`src/rtl/cog_ctrx.sv`:
```
// Per-cog counter: NCO/duty/edge/logic modes, programmable period with wrap pulse.
// Define COG_CTRX_CAPTURE_EN to add the edge-capture register (cap tied to 0 otherwise).
module cog_ctrx #(
  parameter int W    = 32,
  parameter int NPIN = 32,
  parameter int PS   = 5
) (
  input  logic            clk_cog,
  input  logic            nres,
  input  logic            ena,
  input  logic            setctr,
  input  logic            setfrq,
  input  logic            setphs,
  input  logic            setprd,
  input  logic [31:0]     data,
  input  logic [NPIN-1:0] pin_in,
  output logic [W:0]      phs,
  output logic [NPIN-1:0] pin_out,
  output logic            wrap,
  output logic [W-1:0]    cap
);

  logic [31:0]  ctr_q, ctr_d;
  logic [W-1:0] frq_q, frq_d;
  logic [W-1:0] prd_q, prd_d;
  logic [W:0]   phs_q, phs_d;
  logic [1:0]   dly_q, dly_d;
  logic         wrap_q, wrap_d;

  logic [4:0]   mode;
  logic [3:0]   lut;
  logic [31:0]  a_idx, b_idx;
  logic         pin_a, pin_b;
  logic         trig, outa, outb;
  logic         edge_mode;
  logic [W:0]   sum, diff;
  logic         unused_ctr;

  assign mode      = ctr_q[30:26];
  assign lut       = ctr_q[29:26];
  assign a_idx     = 32'(ctr_q[PS-1:0]);
  assign b_idx     = 32'(ctr_q[9+PS-1:9]);
  assign edge_mode = (mode[4:3] == 2'b01) && mode[1];
  assign unused_ctr = ^{ctr_q[31], ctr_q[25:9+PS], ctr_q[8:PS]};

  // Pins beyond NPIN read as 0 rather than wrapping onto a real pin.
  assign pin_a = (a_idx < 32'(NPIN)) ? pin_in[ctr_q[PS-1:0]]   : 1'b0;
  assign pin_b = (b_idx < 32'(NPIN)) ? pin_in[ctr_q[9+PS-1:9]] : 1'b0;

  // NOTE: every always_comb output gets a default first so no path can infer a latch.
  always_comb begin
    trig = 1'b0;
    outa = 1'b0;
    outb = 1'b0;
    casez (mode)
      5'b0010?: begin
        trig = 1'b1;
        outa = phs_q[W-1];
        outb = mode[0] & ~phs_q[W-1];
      end
      5'b0011?: begin
        trig = 1'b1;
        outa = phs_q[W];
        outb = mode[0] & ~phs_q[W];
      end
      5'b0100?: trig = dly_q[0];
      5'b0101?: trig = (dly_q == 2'b01);
      5'b0110?: trig = ~dly_q[0];
      5'b0111?: trig = (dly_q == 2'b10);
      5'b1????: trig = lut[dly_q];
      default:  trig = 1'b0;
    endcase
    if ((mode[4:3] == 2'b01) && mode[0]) outb = ~dly_q[0];
  end

  always_comb begin
    pin_out = '0;
    for (int i = 0; i < NPIN; i++) begin
      pin_out[i] = (outa && (a_idx == 32'(i))) || (outb && (b_idx == 32'(i)));
    end
  end

  assign sum  = {1'b0, phs_q[W-1:0]} + {1'b0, frq_q};
  assign diff = sum - {1'b0, prd_q};

  always_comb begin
    ctr_d  = ctr_q;
    frq_d  = setfrq ? data[W-1:0] : frq_q;
    prd_d  = setprd ? data[W-1:0] : prd_q;
    phs_d  = phs_q;
    wrap_d = 1'b0;
    dly_d  = dly_q;

    if (!ena)        ctr_d = '0;
    else if (setctr) ctr_d = data;

    // Logic modes sample both pins; edge/level modes keep a two-deep history of A.
    if (ctr_q[30])        dly_d = {pin_b, pin_a};
    else if (ctr_q[29])   dly_d = {dly_q[0], pin_a};

    // A single subtraction only: with frq >= prd the result may stay >= prd.
    if (setphs) begin
      phs_d = {1'b0, data[W-1:0]};
    end else if (trig) begin
      if (prd_q == '0) begin
        phs_d  = sum;
        wrap_d = sum[W];
      end else if (sum >= {1'b0, prd_q}) begin
        phs_d  = {1'b1, diff[W-1:0]};
        wrap_d = 1'b1;
      end else begin
        phs_d  = sum;
      end
    end
  end

  // NOTE: sequential state uses non-blocking assignments so all registers sample pre-edge values.
  always_ff @(posedge clk_cog or negedge nres) begin
    if (!nres) begin
      ctr_q  <= '0;
      frq_q  <= '0;
      prd_q  <= '0;
      phs_q  <= '0;
      dly_q  <= '0;
      wrap_q <= 1'b0;
    end else begin
      ctr_q  <= ctr_d;
      frq_q  <= frq_d;
      prd_q  <= prd_d;
      phs_q  <= phs_d;
      dly_q  <= dly_d;
      wrap_q <= wrap_d;
    end
  end

`ifdef COG_CTRX_CAPTURE_EN
  logic [W-1:0] cap_q, cap_d;

  // Captures the pre-update phs, even when setphs overrides the accumulate.
  assign cap_d = (trig && edge_mode) ? phs_q[W-1:0] : cap_q;

  always_ff @(posedge clk_cog or negedge nres) begin
    if (!nres) cap_q <= '0;
    else       cap_q <= cap_d;
  end

  assign cap = cap_q;
`else
  logic unused_edge;
  assign unused_edge = edge_mode;
  assign cap = '0;
`endif

  assign phs  = phs_q;
  assign wrap = wrap_q;

endmodule

```
`config.mk`:
```
export PLATFORM = sky130hd
export DESIGN_NAME = cog_ctrx
export DESIGN_NICKNAME = d
export VERILOG_FILES = /design/src/rtl/cog_ctrx.sv
export SDC_FILE = /design/constraint.sdc
export NUM_CORES = 1
export LEC_CHECK = 0
export BUFFER_PORTS_ARGS = -buffer_cell sky130_fd_sc_hd__buf_2
export CAP_MARGIN = 10
export CORE_MARGIN = 4
export CORE_UTILIZATION = 52
export DETAILED_ROUTE_END_ITERATION = 6
export PLACE_DENSITY = 0.77
export SLEW_MARGIN = 15
export SYNTH_ARGS = -nofsm -noshare
export SYNTH_HDL_FRONTEND = slang
export SYNTH_SLANG_ARGS = --single-unit
```
`constraint.sdc`:
```
create_clock -name clk_cog -period 4.4 [get_ports clk_cog]
set_clock_uncertainty 0.1 [all_clocks]
set_input_delay 0.88 -clock clk_cog [delete_from_list [all_inputs] [get_ports clk_cog]]
set_output_delay 0.88 -clock clk_cog [all_outputs]
set_load 0.005 [all_outputs]
```
# Yosys cells after proc, flatten, opt, wreduce, memory -nomap -nowiden
# Cells that the tools add are included.
# Widths: inputs -> output; s select.
# classes
add_sub_neg	2
n_lt_le_gt_ge	6
eq_ne	72
muxes	24
bitwise_logic	5
n_reduce_logical	103
# op_table
op	count
$eq 5x5->1 const B	32
$mux 33	4
$logic_not 32->1	3
$eq 5x4->1 const B	16
$logic_and 1x1->1	65
$mux 31	2
$eq 5x3->1 const B	8
$add 32x32->33	1
$ge 33x32->1	1
$logic_or 1x1->1	32
$sub 32x32->32	1
$lt 5x6->1 const B	4
$eq 5x2->1 const B	4
$eq 4x3->1 const B	4
$bmux 1 s5	2
$eq 5x1->1 const B	2
$mux 1	10
$eq 4x2->1 const B	2
$pmux 1 s6	1
$eq 2x1->1 const B	2
$mux 2	2
$pmux 1 s2	2
$reduce_bool 2->1	2
$lt 2x3->1 const B	1
other kinds (6)	9
# word_totals
ff_bits	131
out_inout_bits	98

# Depth between registers and ports, before layout
# Gate-level depths: netlist of run 1.
# logic_depth
ltp_word	6
mapped_depth	22
depth_no_buf	20

# Worst setup path before layout of run 1
# Ideal clock, no wire load.
# synth_path
path_type	register to register
from	register phs_q[6] (netlist: phs[6])
to	register phs_q[18] (netlist: phs[18])
setup_time_ns	0.143
t_arrival_ns	4.347
t_required_ns	4.157
setup_slack_ns	-0.189
path_stages_with_launch	22
synth_period_minus_slack_ns	4.589
path_cell_list	dfrtp_1 -> ha_1 -> a2111oi_0 -> o21ai_1 -> or3_1 -> and2_1 -> o21ai_1 -> o21a_1 -> xnor2_1 -> ha_1 -> buf_2 -> nand4_1 -> nor4_2 -> o2111ai_1 -> nand4_1 -> nand2_2 -> o21a_1 -> a21oi_2 -> buf_6 -> buf_8 -> mux2i_1 -> o221ai_1
# synth_via
elab_chain_len	6
# synth_rtl
item	line	rtl
start: declaration	26	logic [W:0] phs_q, phs_d;
start signal: assignment	130	phs_q <= phs_d;
$add 32x32->33 *	83	assign sum = {1'b0, phs_q[W-1:0]} + {1'b0, frq_q};
$sub 32x32->32 / $ge 33x32->1 (equally long branches)	84, 108	
$mux 33	108	end else if (sum >= {1'b0, prd_q}) begin
$mux 33 *	105	if (prd_q == '0) begin
$mux 33 *	104	end else if (trig) begin
$mux 33 *	102	if (setphs) begin
# Mark *: on every way between the ends. The rest lies on a longest branch, timed or not. The select of a mux whose other input is x is not followed.
# A chain may end at the register's enable or synchronous reset.

# Final worst setup path of run 1
# layout_path
from	register frq_q[13]
to	register phs_q[0] (netlist: phs[0])
# layout_via
elab_chain_len	6
# layout_rtl
item	line	rtl
start: declaration	24	logic [W-1:0] frq_q, frq_d;
start signal: assignment	128	frq_q <= frq_d;
$add 32x32->33	83	
$ge 33x32->1	108	
$mux 33	108	
$mux 33	105	
$mux 33	104	
$mux 33	102	
# Every way passes these cells. The select of a mux whose other input is x is not followed.

==> results.sh, run 1 <==
export IMPL_status="complete, but fails checks"
export IMPL_violations="negative setup slack"
export IMPL_routed_wl_um=32300
export IMPL_via_per_inst=6.09
export IMPL_fin_nets=1531
export IMPL_synth_warnings=0
export IMPL_dp_cells=1554
export IMPL_yosys_area_share_adder=0.0875
export IMPL_p_clk_frac=0.113
export IMPL_rows=49
export IMPL_stdcell_count=1636
export IMPL_clock_fmax_mhz=210
export IMPL_min_from="frq_q[17]$_DFFE_PN0P_"
export IMPL_synth_top_family_by_area="compound AO/OA/AOI/OAI gates"
export IMPL_startpoint="frq_q[13]$_DFFE_PN0P_"
export IMPL_worst_pin_slew_ns=1.10
export IMPL_leakage_nw=6.08
export IMPL_cts_tree="done"
export IMPL_n_antenna_cell=0
export IMPL_rr_startpoint="frq_q[13]$_DFFE_PN0P_"
export IMPL_syn_area_per_cell_um2=8.73
export IMPL_synth_edf_count=0
export IMPL_finalSetupViolations=34
export IMPL_hold_path_class="flop to flop"
export IMPL_grt_setup_unrepaired="true"
export IMPL_max_stage_delay_ns=0.41
export IMPL_first_global_vias=9701
export IMPL_powerDensity_nw_per_um2=1050
export IMPL_synth_area_um2=9610
export IMPL_grt_total_usage=0.302
export IMPL_dp_hpwl_um=22000
export IMPL_fin_crit_sh=1.08
export IMPL_syn_instance_count=1101
export IMPL_finalSetupTns_ns=-8.42
export IMPL_multi_input_area_um2=6800
export IMPL_synth_seq_area_share=0.299
export IMPL_grt_max_degree=69
export IMPL_critPathLaunchType="flop"
export IMPL_crit_arrival_ns=5.00
export IMPL_drtIter0Drc=755
export IMPL_drc=0
export IMPL_cts_max_level=4
export IMPL_regArea_um2=2880
export IMPL_cp_required_ns=4.65
export IMPL_synth_simple_area_share=0.157
export IMPL_crit_path_end_kind="flop"
export IMPL_ys_async_sr_fraction=1.00
export IMPL_grt_overflow_total=0
export IMPL_drtPass1Iterations=5
export IMPL_gp_congestion=0.943
export IMPL_antenna_found_initial=0
export IMPL_io_pins=169
export IMPL_clk_pin_slew_ns=0.06
export IMPL_root_buffer="clkbuf_16"
export IMPL_placed_area_um2=11400
export IMPL_crit_chain="ha_4, buf_4, nor3_1, a211oi_1, buf_4, o221a_4, nand4_1, o21ai_2, buf_4, a21o_1, xnor2_2, ha_4, nand4_1, nor2_2, nand3_2, o221ai_2, a21oi_2, o21a_4, a21oi_4, buf_12, buf_12, mux2_4, o221ai_2"
export IMPL_synth_distinct_cells=70
export IMPL_chipWidth_um=144
export IMPL_clk_insertion_delay_late_ns=0.44
export IMPL_numCtsBuffers=17
export IMPL_ctsHoldBuffers=0
export IMPL_core_um2=18100
export IMPL_swShare=0.449
export IMPL_clk_path_buf_depth=2
export IMPL_p_sw_w=0.00614
export IMPL_internal_power_w=0.00754
export IMPL_critPathKind="flop to flop"
export IMPL_final_common_cell="buf_4"
export IMPL_power_total_w=0.0137
export IMPL_detail_route_antenna_nets=0
export IMPL_synthFlopType="dfrtp_1"
export IMPL_drive_above_1_share=0.370
export IMPL_grt_pass1_wl_um=49400
export IMPL_ys_ff_latch=115
export IMPL_min_period_ns=4.75
export IMPL_die_h_um=144
export IMPL_io_buffers=136
export IMPL_critPathMostFrequentCell="buf_4"
export IMPL_slew_viol_final=0
export IMPL_initial_core_util=0.531
export IMPL_cp_slowest_cell="dfrtp_1"
export IMPL_pwr_share_comb=0.780
export IMPL_power_frac_seq=0.108
export IMPL_die_area_um2=20700
export IMPL_wire_per_inst_um=19.8
export IMPL_stdcell_area_um2=13100
export IMPL_critPathMaxFanout=7
export IMPL_ir_drop_uv=661
export IMPL_area_growth_pct=35.9
export IMPL_clock_sinks=115
export IMPL_layout_setup_ws_ns=-0.352
export IMPL_synth_compound_area_frac=0.200
export IMPL_vias=9958
export IMPL_fillers=1307
export IMPL_final_cell_mix="179 x buf_4, 154 x nand2_1, 135 x buf_2, 115 x dfrtp_1, 55 x o21ai_0"
export IMPL_relSlewSlack=0.268
export IMPL_synth_mux_area_frac=0.134
export IMPL_finalHoldViolCount=0
export IMPL_synth_xor_area_frac=0.0492
export IMPL_drv_cap=0
export IMPL_dp_worst_setup_slack_ns=-0.457
## per-layer routing
layer | vias to the layer above | track usage | routed length [um]
li1 | 4543 | - | -
met1 | 4842 | 0.381 | 13100
met3 | 90 | 0.0529 | 2150
met4 | 0 | 0.104 | 1170
met5 | - | 0 | 0
met2 | 483 | 0.523 | 15900
## power groups by stage
stage	Clock (W)	Combinational (W)	Sequential (W)
after floorplan	0	0.00531	0.00144
after global placement	0	0.00833	0.00145
after detailed placement	0	0.00844	0.00146
after CTS	0.00155	0.00949	0.00146
after global routing	0.00160	0.0114	0.00150
final	0.00154	0.0107	0.00147
## per-stage QoR
step | utilization | hold slack [ns]
floorplan | - | 0.358
global placement | 0.628 | 0.377
global route | 0.722 | 0.431
detailed placement | 0.628 | 0.383
finish | 0.722 | 0.409
CTS | 0.694 | 0.414
## cell usage after synthesis (10+ instances only)
cell,n,area (um^2)
inv_1,54,203
mux2i_1,43,430
nand2_1,155,582
mux4_2,21,473
xnor2_1,36,315
a21o_1,16,120
a211oi_1,16,120
nor3_1,13,65.1
clkbuf_1,38,143
buf_4,32,240
dfrtp_1,115,2880
o21ai_0,61,305
ha_1,64,801
nor2_1,56,210
o21a_1,10,75.1
nor2b_1,25,156
mux2_2,33,372
nand4_1,12,75.1
o22ai_1,35,219
a21oi_1,67,335
xor2_1,18,158
o221ai_1,25,219
nand3_1,26,130
## logic make-up (layout without fill, tap and decap cells)
logic type | count (synthesis) | in the layout
DFF | 115 | 115
buffers and inverters | 142 | 417
muxes | 98 | 98
and+or+nand+nor | 330 | 330
AOI/OAI and AO/OA | 295 | 295
xor gates and xnor gates | 54 | 54
adders and majority gates | 66 | 66
other | 1 | 32
## critical path: cells and delay by family, from the launching register on
family,cells,cell delay (ns)
AOI/OAI and AO/OA,9,1.71
buffers and inverters,5,0.79
and+or+nand+nor,5,0.61
adders and majority gates,2,0.59
DFF,1,0.41
muxes,1,0.30
xor gates and xnor gates,1,0.13
## sequential cells by signal, indices dropped and copies added, names as in the netlist
register / cells
phs: 33
frq_q: 32
prd_q: 32
ctr_q: 15
dly_q: 2
wrap: 1
## final cells by class
class                   count  area share
clock inverters            12      0.0136
multi-input cells         875       0.521
flip-flops and latches    115       0.220
inverters                  55      0.0158
clock buffers              20      0.0357
well taps                 229      0.0219
repair buffers            330       0.172
## worst paths after layout
kind                                          to  slack (ns)  depth (start not counted)
min                        frq_q[17]$_DFFE_PN0P_        0.41                          1
max in group asynchronous    phs[32]$_DFFE_PN0P_        2.96                          2
max reg2reg                   phs[0]$_DFFE_PN0P_       -0.35                         23
max                           phs[0]$_DFFE_PN0P_       -0.35                         23
min reg2reg                frq_q[17]$_DFFE_PN0P_        0.41                          1
min in group asynchronous     phs[8]$_DFFE_PN0P_        0.46                          1
## timing repair
| action | CTS | global route |
|---|---|---|
| endpoints found under the setup margin | 34 | 34 |
| gates resized for setup | 49 | 76 |
| gates cloned | 2 | 0 |
| buffers inserted | 27 | 25 |
| pin swaps | 37 | 56 |
No activity file was read; power rests on OpenSTA's default activity.
==> run 2, diff against run 1 <==
Settings changed: SKIP_CTS_REPAIR_TIMING set to 1.
==> results.sh, run 2 (same netlist as run 1, synthesis figures left out) <==
export IMPL_status="complete, but fails checks"
export IMPL_violations="negative setup slack"
export IMPL_die_h_um=144
export IMPL_drive_above_1_share=0.323
export IMPL_crit_chain="ha_4, buf_4, o21ai_0, nor2_1, or3_4, and2_4, o21ai_4, o21a_1, xnor2_2, ha_1, nand4_1, nor4_4, o2111ai_2, nand4_1, nand2_2, o21a_4, a21oi_4, clkbuf_16, mux2i_1, o221ai_1"
export IMPL_detail_route_antenna_nets=0
export IMPL_via_per_inst=6.00
export IMPL_dp_hpwl_um=22000
export IMPL_drtPass1Iterations=7
export IMPL_cts_tree="done"
export IMPL_crit_arrival_ns=5.00
export IMPL_grt_max_degree=69
export IMPL_core_um2=18100
export IMPL_rr_startpoint="phs[9]$_DFFE_PN0P_"
export IMPL_critPathMostFrequentCell="nand4_1"
export IMPL_die_area_um2=20700
export IMPL_leakage_nw=5.88
export IMPL_initial_core_util=0.531
export IMPL_grt_overflow_total=0
export IMPL_ir_drop_uv=568
export IMPL_largest_register_ffs=33
export IMPL_grt_setup_unrepaired="true"
export IMPL_clock_fmax_mhz=208
export IMPL_finalHoldViolCount=0
export IMPL_r2r_cells=20
export IMPL_hold_end="frq_q[17]$_DFFE_PN0P_"
export IMPL_first_global_vias=9311
export IMPL_layout_setup_ws_ns=-0.417
export IMPL_drtIter0Drc=688
export IMPL_wire_per_inst_um=19.0
export IMPL_drv_cap=0
export IMPL_drc=0
export IMPL_antenna_found_initial=0
export IMPL_cp_slowest_cell="dfrtp_1"
export IMPL_critPathKind="flop to flop"
export IMPL_min_path_cells=1
export IMPL_critPathMaxFanout=7
export IMPL_crit_buf_inv=2
export IMPL_dp_worst_setup_slack_ns=-0.457
export IMPL_hold_path_class="flop to flop"
export IMPL_cp_required_ns=4.58
export IMPL_fin_nets=1497
export IMPL_fin_crit_sh=1.09
export IMPL_r2r_end="phs[1]$_DFFE_PN0P_"
export IMPL_critPathLaunchType="flop"
export IMPL_slew_viol_final=0
export IMPL_grt_total_usage=0.289
export IMPL_clk_insertion_delay_late_ns=0.43
export IMPL_min_from="frq_q[17]$_DFFE_PN0P_"
export IMPL_max_stage_delay_ns=0.41
export IMPL_finalSetupTns_ns=-10.74
export IMPL_critical_path_top_delay_family="compound AO/OA/AOI/OAI gates"
export IMPL_clk_path_buf_depth=2
export IMPL_worst_pin_slew_ns=1.11
export IMPL_stdcell_count=1602
export IMPL_chipWidth_um=144
export IMPL_routed_wl_um=30400
export IMPL_rows=49
export IMPL_io_pins=169
export IMPL_dp_cells=1554
export IMPL_cts_max_level=4
export IMPL_gp_congestion=0.943
export IMPL_min_period_ns=4.82
export IMPL_area_growth_pct=29.7
export IMPL_finalSetupViolations=33
export IMPL_crit_path_end_kind="flop"
export IMPL_vias=9617
export IMPL_power_total_w=0.0124
export IMPL_powerDensity_nw_per_um2=998
export IMPL_numCtsBuffers=17
export IMPL_relSlewSlack=0.263
export IMPL_n_antenna_cell=0
export IMPL_final_cell_mix="154 x nand2_1, 154 x buf_4, 135 x buf_2, 115 x dfrtp_1, 60 x a21oi_1"
export IMPL_reg2reg_setup_slack_ns=-0.42
export IMPL_clock_sinks=115
export IMPL_grt_pass1_wl_um=47300
export IMPL_root_buffer="clkbuf_16"
export IMPL_clk_pin_slew_ns=0.06
export IMPL_io_buffers=136
## run 2: cell count changes in the layout (fill, tap and decap cells not counted), moves of 4 or more
cell,change
o21ai_0,+4
ha_4,-5
buf_4,-25
ha_1,+4
a21oi_1,+9
nand3_1,+4
buf_6,-8
a21oi_2,-8
nand3_2,-4
## run 2: how the worst max path moves through the flow
stage / from / end / slack (ns) / depth (start not counted)
detailed placement: phs[9]$_DFFE_PN0P_ / phs[18]$_DFFE_PN0P_ / -0.46 / 21
finish: phs[9]$_DFFE_PN0P_ / phs[1]$_DFFE_PN0P_ / -0.42 / 20
global route: phs[6]$_DFFE_PN0P_ / phs[0]$_DFFE_PN0P_ / -0.58 / 20
CTS: phs[13]$_DFFE_PN0P_ / phs[0]$_DFFE_PN0P_ / -0.45 / 21
global placement: phs[13]$_DFFE_PN0P_ / phs[0]$_DFFE_PN0P_ / -0.40 / 21
floorplan: phs[6]$_DFFE_PN0P_ / phs[18]$_DFFE_PN0P_ / 0.006 / 21
## run 2: layer usage
layer,share of wire,vias to the layer above,track usage
li1,-,4472,-
met1,0.41,4634,0.368
met2,0.49,445,0.496
met3,0.072,66,0.0662
met4,0.022,0,0.0758
met5,0,-,0
## run 2: report_power, final
part | total (W) | internal (W) | switching [W]
registers | 0.00147 | 0.00127 | 0.000195
logic | 0.00944 | 0.00461 | 0.00482
clock network | 0.00154 | 0.000992 | 0.000548
total | 0.0124 | 0.00688 | 0.00557
## run 2: metrics by stage
| stage | utilization | instance area [um^2] | hold slack, ns |
|---|---|---|---|
| after detailed placement | 0.628 | 11400 | 0.383 |
| final | 0.689 | 12500 | 0.408 |
| after global placement | 0.628 | 11400 | 0.377 |
| after global routing | 0.689 | 12500 | 0.431 |
| after CTS | 0.664 | 12000 | 0.414 |
| after floorplan | - | 9750 | 0.358 |
## run 2: area by class of cell
type                            count  area (um^2)
Fill cell                        1405         5620
Multi-Input combinational cell    875         6490
Timing Repair Buffer              296         1960
Clock buffer                       20          467
Tap cell                          229          287
Sequential cell                   115         2880
Inverter                           55          206
Clock inverter                     12          178
